File: src/rtl/pc_unit.sv
// pc_unit: program counter sequencer with BOOT/RUN/HALT control, redirect priority and fetch counter.
// Latency: pc updates one cycle after the controlling inputs; flush, pc_valid and halted are combinational from state.
// Backpressure: stall holds pc unless a redirect is present; halt_req parks the block until resume.
// Optional feature macro PC_WRAP_TRAP_EN: trap and halt instead of wrapping from pc=127.
module pc_unit #(
  parameter logic [6:0] RESET_PC = 7'd0,
  parameter int         CNT_W    = 16
) (
  input  logic             clk,
  input  logic             reset,
  input  logic             stall,
  input  logic             branch_taken,
  input  logic [6:0]       branch_target,
  input  logic             jump,
  input  logic [6:0]       jump_target,
  input  logic             halt_req,
  input  logic             resume,
  output logic [6:0]       pc,
  output logic             pc_valid,
  output logic             flush,
  output logic             halted,
  output logic             wrap_trap,
  output logic [CNT_W-1:0] fetch_count
);

  typedef enum logic [1:0] {
    BOOT = 2'd0,
    RUN  = 2'd1,
    HALT = 2'd2
  } state_t;

  state_t     state, state_nxt;
  logic [6:0] pc_nxt;
  logic       redirect;
  logic       cnt_inc;

  assign redirect = branch_taken | jump;

  // Status outputs decode directly from the state register.
  assign pc_valid = (state == RUN);
  assign halted   = (state == HALT);
  assign flush    = (state == RUN) & redirect;
  // A fetch advances whenever RUN is not held back; a redirect still counts under stall.
  assign cnt_inc  = (state == RUN) & (~stall | redirect);

`ifdef PC_WRAP_TRAP_EN
  logic trap_hit;
  logic trap_q;
`endif

  // Next-state and next-pc selection; branch beats jump beats stall beats increment.
  always_comb begin
    state_nxt = state;
    pc_nxt    = pc;
`ifdef PC_WRAP_TRAP_EN
    trap_hit  = 1'b0;
`endif
    case (state)
      BOOT: begin
        state_nxt = RUN;
      end
      RUN: begin
        if (branch_taken) begin
          pc_nxt = branch_target;
        end else if (jump) begin
          pc_nxt = jump_target;
        end else if (stall) begin
          pc_nxt = pc;
        end else begin
`ifdef PC_WRAP_TRAP_EN
          // Stop at the top of the address space rather than silently wrapping.
          if (pc == 7'd127) begin
            pc_nxt    = pc;
            state_nxt = HALT;
            trap_hit  = 1'b1;
          end else begin
            pc_nxt = pc + 7'd1;
          end
`else
          pc_nxt = pc + 7'd1;
`endif
        end
        if (halt_req) begin
          state_nxt = HALT;
        end
      end
      HALT: begin
        // resume wins over halt_req; pc is held either way.
        if (resume) begin
          state_nxt = RUN;
        end
      end
      default: begin
        state_nxt = BOOT;
      end
    endcase
  end

  // State and pc registers with asynchronous active-low reset.
  always_ff @(posedge clk or negedge reset) begin
    if (!reset) begin
      state <= BOOT;
      pc    <= RESET_PC;
    end else begin
      state <= state_nxt;
      pc    <= pc_nxt;
    end
  end

  // Saturating count of advancing fetches.
  always_ff @(posedge clk or negedge reset) begin
    if (!reset) begin
      fetch_count <= '0;
    end else if (cnt_inc && (fetch_count != {CNT_W{1'b1}})) begin
      fetch_count <= fetch_count + 1'b1;
    end
  end

`ifdef PC_WRAP_TRAP_EN
  // Sticky overflow flag; only reset clears it.
  always_ff @(posedge clk or negedge reset) begin
    if (!reset) begin
      trap_q <= 1'b0;
    end else if (trap_hit) begin
      trap_q <= 1'b1;
    end
  end
  assign wrap_trap = trap_q;
`else
  assign wrap_trap = 1'b0;
`endif

endmodule

File: config.mk
export PLATFORM = sky130hd
export DESIGN_NAME = pc_unit
export DESIGN_NICKNAME = d
export VERILOG_FILES = /design/src/rtl/pc_unit.sv
export SDC_FILE = /design/constraint.sdc
export NUM_CORES = 1
export LEC_CHECK = 0
export CAP_MARGIN = 20
export CORE_AREA = 2 2 48 83
export CTS_BUF_LIST = sky130_fd_sc_hd__clkbuf_8 sky130_fd_sc_hd__clkbuf_16
export DETAILED_ROUTE_END_ITERATION = 8
export DIE_AREA = 0 0 50 85
export HOLD_SLACK_MARGIN = 0.1
export PLACE_DENSITY = 0.74
export REMOVE_ABC_BUFFERS = 1
export SYNTH_ARGS = -nofsm -noshare
export SYNTH_HDL_FRONTEND = slang
export SYNTH_SLANG_ARGS = --single-unit
export TNS_END_PERCENT = 5
File: constraint.sdc
create_clock -name clk -period 1.8 [get_ports clk]
set_input_delay 0.54 -clock clk [delete_from_list [all_inputs] [get_ports clk]]
set_output_delay 0.54 -clock clk [all_outputs]
set_load 0.02 [all_outputs]
# Word level (Yosys, flattened, before mapping)
# Cells that the tools add are included.
# Widths: inputs -> output; s select.
[totals]
inputBits = 21
output_inout_bits = 27
wordCells = 26
reg_bits = 25
[op_classes]
mux = 6
reduce_logical = 4
addsub = 2
n_eq_ne = 6
bitwise_logic = 5
[ops]
columns = ["op", "count"]
rows = [
  ["$mux 7", 3],
  ["$add 16x1->16 const B", 1],
  ["$ne 16x16->1 const B", 1],
  ["$add 7x1->7 const B", 1],
  ["$pmux 2 s3", 1],
  ["$mux 2", 2],
  ["$ne 2x2->1 const B", 2],
  ["$reduce_and 2->1", 2],
  ["$ne 3x1->1 const B", 1],
  ["$and 1x1->1", 2],
  ["$eq 2x1->1 const B", 1],
  ["$eq 2x2->1 const B", 1],
  ["$logic_not 2->1", 1],
  ["$or 1x1->1", 2],
  ["$logic_and 1x1->1", 1],
  ["$not 1->1", 1],
]

# Depth between registers and ports, before layout
[logic_depth]
depth_word = 4
mapped_depth = 6
mapped_depth_nobuf = 5

# Least setup slack after synthesis
# OpenSTA, ideal clock, no wires.
[synth_timing]
kind = "register -> register"
from = "register fetch_count[0]"
to = "register fetch_count[1]"
path_stages_with_launch = 7
t_required_ns = 1.672
arrival_ns = 1.766
period_less_slack_ns = 1.893
slack_ns = -0.093
path_buffers = 1
setup_time_ns = 0.128
path_cell_list = "dfrtp_1 ha_1 nand3_1 or3_1 buf_2 o21ai_2 mux2_1"
[synth_via]
elab_chain_cells = 2
elab_cells_between_ends = 3
cone_classes = "add/sub: 1; eq/ne: 1; reduce/logical: 1"
[synth_rtl]
columns = ["element", "line_no", "source"]
rows = [
  ["from (decl)", "23", "output logic [CNT_W-1:0] fetch_count"],
  ["from (signal assigned)", "115", "fetch_count <= fetch_count + 1'b1;"],
  ["parallel branches: the longest is 2 deep, another holds $add 16x1->16", "--", ""],
]
# Several ways; the timed one is not identified.
# A chain may end at the register's enable or synchronous reset.

# Worst setup path in the final report
[layout_timing]
from = "register state[1]"
to = "output port halted"
[layout_via]
elab_chain_cells = 1
[layout_rtl]
columns = ["element", "line_no", "source"]
rows = [
  ["from (decl)", "32", "state_t state, state_nxt;"],
  ["from (signal assigned)", "105", "state <= state_nxt;"],
  ["$eq 2x2->1", "41", "assign halted = (state == HALT);"],
  ["to (decl)", "21", "output logic halted,"],
]
# Every way passes these cells.

==> qor.txt <==
Slowest Stage Delay on Critical Path: 0.38 ns
Peak Freq: 570 MHz
Routed Antenna Nets: 0
Routed WL: 4060 um
routed vias: 1411
Critical Path End Type: primary output
Pleak: 0.00101 uW
worst setup path class: reg2out
Hold Slack: 0.508 ns
H-tree lvl count: 1
CP Cell Sequence: buf_4 -> nor2b_1 -> dlygate4sd2_1
input/output buffers: 46
Pwr Total: 2670 uW
Worst EP arrival: 1.21 ns
Worst Setup Start Kind: flip-flop
Synth area leader: dfrtp_1
placed cells: 261
Initial Util: 39.3%
Final WS setup: 0.0457 ns
die area: 0.00425 mm^2
status: completed
CTS Buf Count: 3
Min-Delay Path Class: reg2reg
Via density: 5.32
sequential fraction of the synthesis area: 44.3%
CTS tree: done
Avg WL per Cell: 15.3 um
buffer count from post-CTS setup fixing: 0
number of hold violations in the final report: 0
# setup viols final: 0
crit path time final: 1.75 ns
die height: 85 um
share of the synthesized area in the top cell type: 44.3%
Post-synth ARST share: 100%
final non-filler cell total: 265
Hold Buf Count CTS: 0
synthesized area per cell: 9.41 um^2
Clk Latency, worst-skew pair: 0.28 ns
synthesized area: 0.00141 mm^2
GRT Overall Usage: 21.0%
largest net degree at the start of global routing: 26
grt ovf: 0
first-pass GRT wire length: 6910 um
Iteration-0 DRC Markers: 20
drt first pass iters: 4
initial antenna violation count: 0
peak supply drop: 0.865 mV
Final Max Slew Viols: 0
Yosys reg bits: 25
setup TNS: 0 ns
vias in the first global route: 1541
core area: 0.00359 mm^2
Crit Path Max Fanout: 3
Area contributors post-synth: dfrtp_1 (44%), xnor2_1 (8.1%), o21ai_0 (3.9%)
Longest Clk Path Bufs: 2
Layout Area Growth over Synthesis: 50.0%
Synth warnings: 0
Die Wd: 50 um
Clock Skews: 0.00780 ns
IO Pins: 48
RD Place Congestion: 0.875
number of synthesized flops with an enable pin: 0
dpl ws: -0.580 ns
Core Rows: 29
Post-DP HPWL: 3170 um
ant diodes: 0
Yosys cell types: 38
crit share post-route: 97.5%
CTS root buf: clkbuf_8
CTS Sinks: 25
power per cell area: 1260 mW/mm^2
layout cell share with drive strength beyond 1: 17.8%
required time of the critical path: 1.26 ns
DRC viols: 0
post-synthesis cell count: 150
RSZ-0062 raised after global routing: true
slowest CP cell: dfrtp_1
Top FF cell, synth: dfrtp_1
Final #Nets: 243
Clock Pin Slew Worst Setup and Hold Paths: 0.08 ns
Max Cap Viol: 0
[layer usage]
layer  track usage [%]  share of wire (%)  up-vias
li1                  -                  -      682
met1              20.4                 37      663
met2              41.1                 56       55
met3              1.76                3.8       11
met4              11.9                3.4        0
met5                 0                  0        -
[area by class of cell]
type | instances | area (um^2)
fillers | 315 | 1480
multi-input cells | 115 | 764
flip-flops and latches | 25 | 627
repair buffers | 70 | 604
well taps | 46 | 57.6
clock buffers | 3 | 41.3
inverters | 5 | 18.8
clock inverters | 1 | 3.75
[synthesized netlist by cell type, drive strengths merged (3+ instances only)]
cell type,count
nor4,3
nor2,7
xor2,3
nand2,11
or3,3
buf,3
inv,5
nor3,6
xnor2,13
o21ai,12
o211ai,5
and4,3
nand3,7
nand4,5
dfrtp,25
a21oi,9
and3,6
[state kept, by name (all words and copies together) (netlist names)]
| register | flops |
|---|---|
| state | 2 |
| fetch_count | 16 |
| pc | 7 |
[worst max-delay path: cells and delay by family (launching register included)]
family,cells,cell delay (ns)
buffers and inverters,2,0.45
and+or+nand+nor,1,0.11
DFF,1,0.38
[cells in the final DEF (no fill, tap or decap), types with 2 or more instances in the layout]
cell	Yosys	final
clkbuf_8	0	3
and2_1	2	2
nor3_1	6	6
nor2b_1	2	2
and3_1	6	6
or3_1	3	3
a21oi_1	8	8
nand3_1	7	6
mux2i_1	2	2
nand2b_1	2	2
clkdlybuf4s50_1	0	17
nor4_1	3	3
nor2_1	7	7
o21a_1	2	2
xnor2_1	13	13
nand2_1	11	11
dlygate4sd2_1	0	25
inv_1	5	6
xor2_1	3	3
dlymetal6s2s_1	0	2
dfrtp_1	25	24
buf_4	1	24
and4_1	3	2
nand4_1	4	4
o211ai_1	5	5
o21ai_0	11	11
[logic make-up (layout without fill, tap and decap cells)]
| logic type | after synthesis | in the layout | synth area share [%] |
|---|---|---|---|
| flip-flops | 25 | 25 | 44.3 |
| XOR/XNOR | 16 | 16 | 9.93 |
| AND/OR/NAND/NOR | 58 | 58 | 22.5 |
| other | 1 | 1 | 0.266 |
| multiplexers | 4 | 4 | 3.01 |
| buffers and inverters | 10 | 79 | 3.10 |
| AO/OA/AOI/OAI | 34 | 34 | 15.1 |
| adder cells (fa/ha/maj) | 2 | 2 | 1.77 |
[where the power goes]
part	leakage [uW]	total, uW	internal, uW	switching, uW
clock network	0.0000269	332	153	178
registers	0.000312	907	731	176
logic	0.000675	1430	660	768
total	0.00101	2670	1540	1120
[stage by stage]
stage | utilization [%] | area (um^2)
global route | 58.9 | 2120
floorplan | - | 1390
global placement | 58.0 | 2080
finish | 58.9 | 2120
CTS | 58.3 | 2100
detailed placement | 58.0 | 2080
[final timing paths]
check / end / slack, ns / start / cells past startpoint
worst max-delay path: halted / 0.05 / state[1] / 3
worst min-delay path: fetch_count[15] / 0.51 / fetch_count[15] / 1
worst max register to register: fetch_count[1] / 0.09 / fetch_count[1] / 5
worst min register to register: fetch_count[15] / 0.51 / fetch_count[15] / 1
max in group asynchronous: fetch_count[12] / 0.91 / reset / 2
min in group asynchronous: fetch_count[7] / 0.63 / reset / 2
[timing repair]
action                     CTS  global route
cloned                       0             0
pin swaps                    1             0
resized for setup           32             9
setup endpoints to repair   42            10
(Power assumes the default switching activity.)
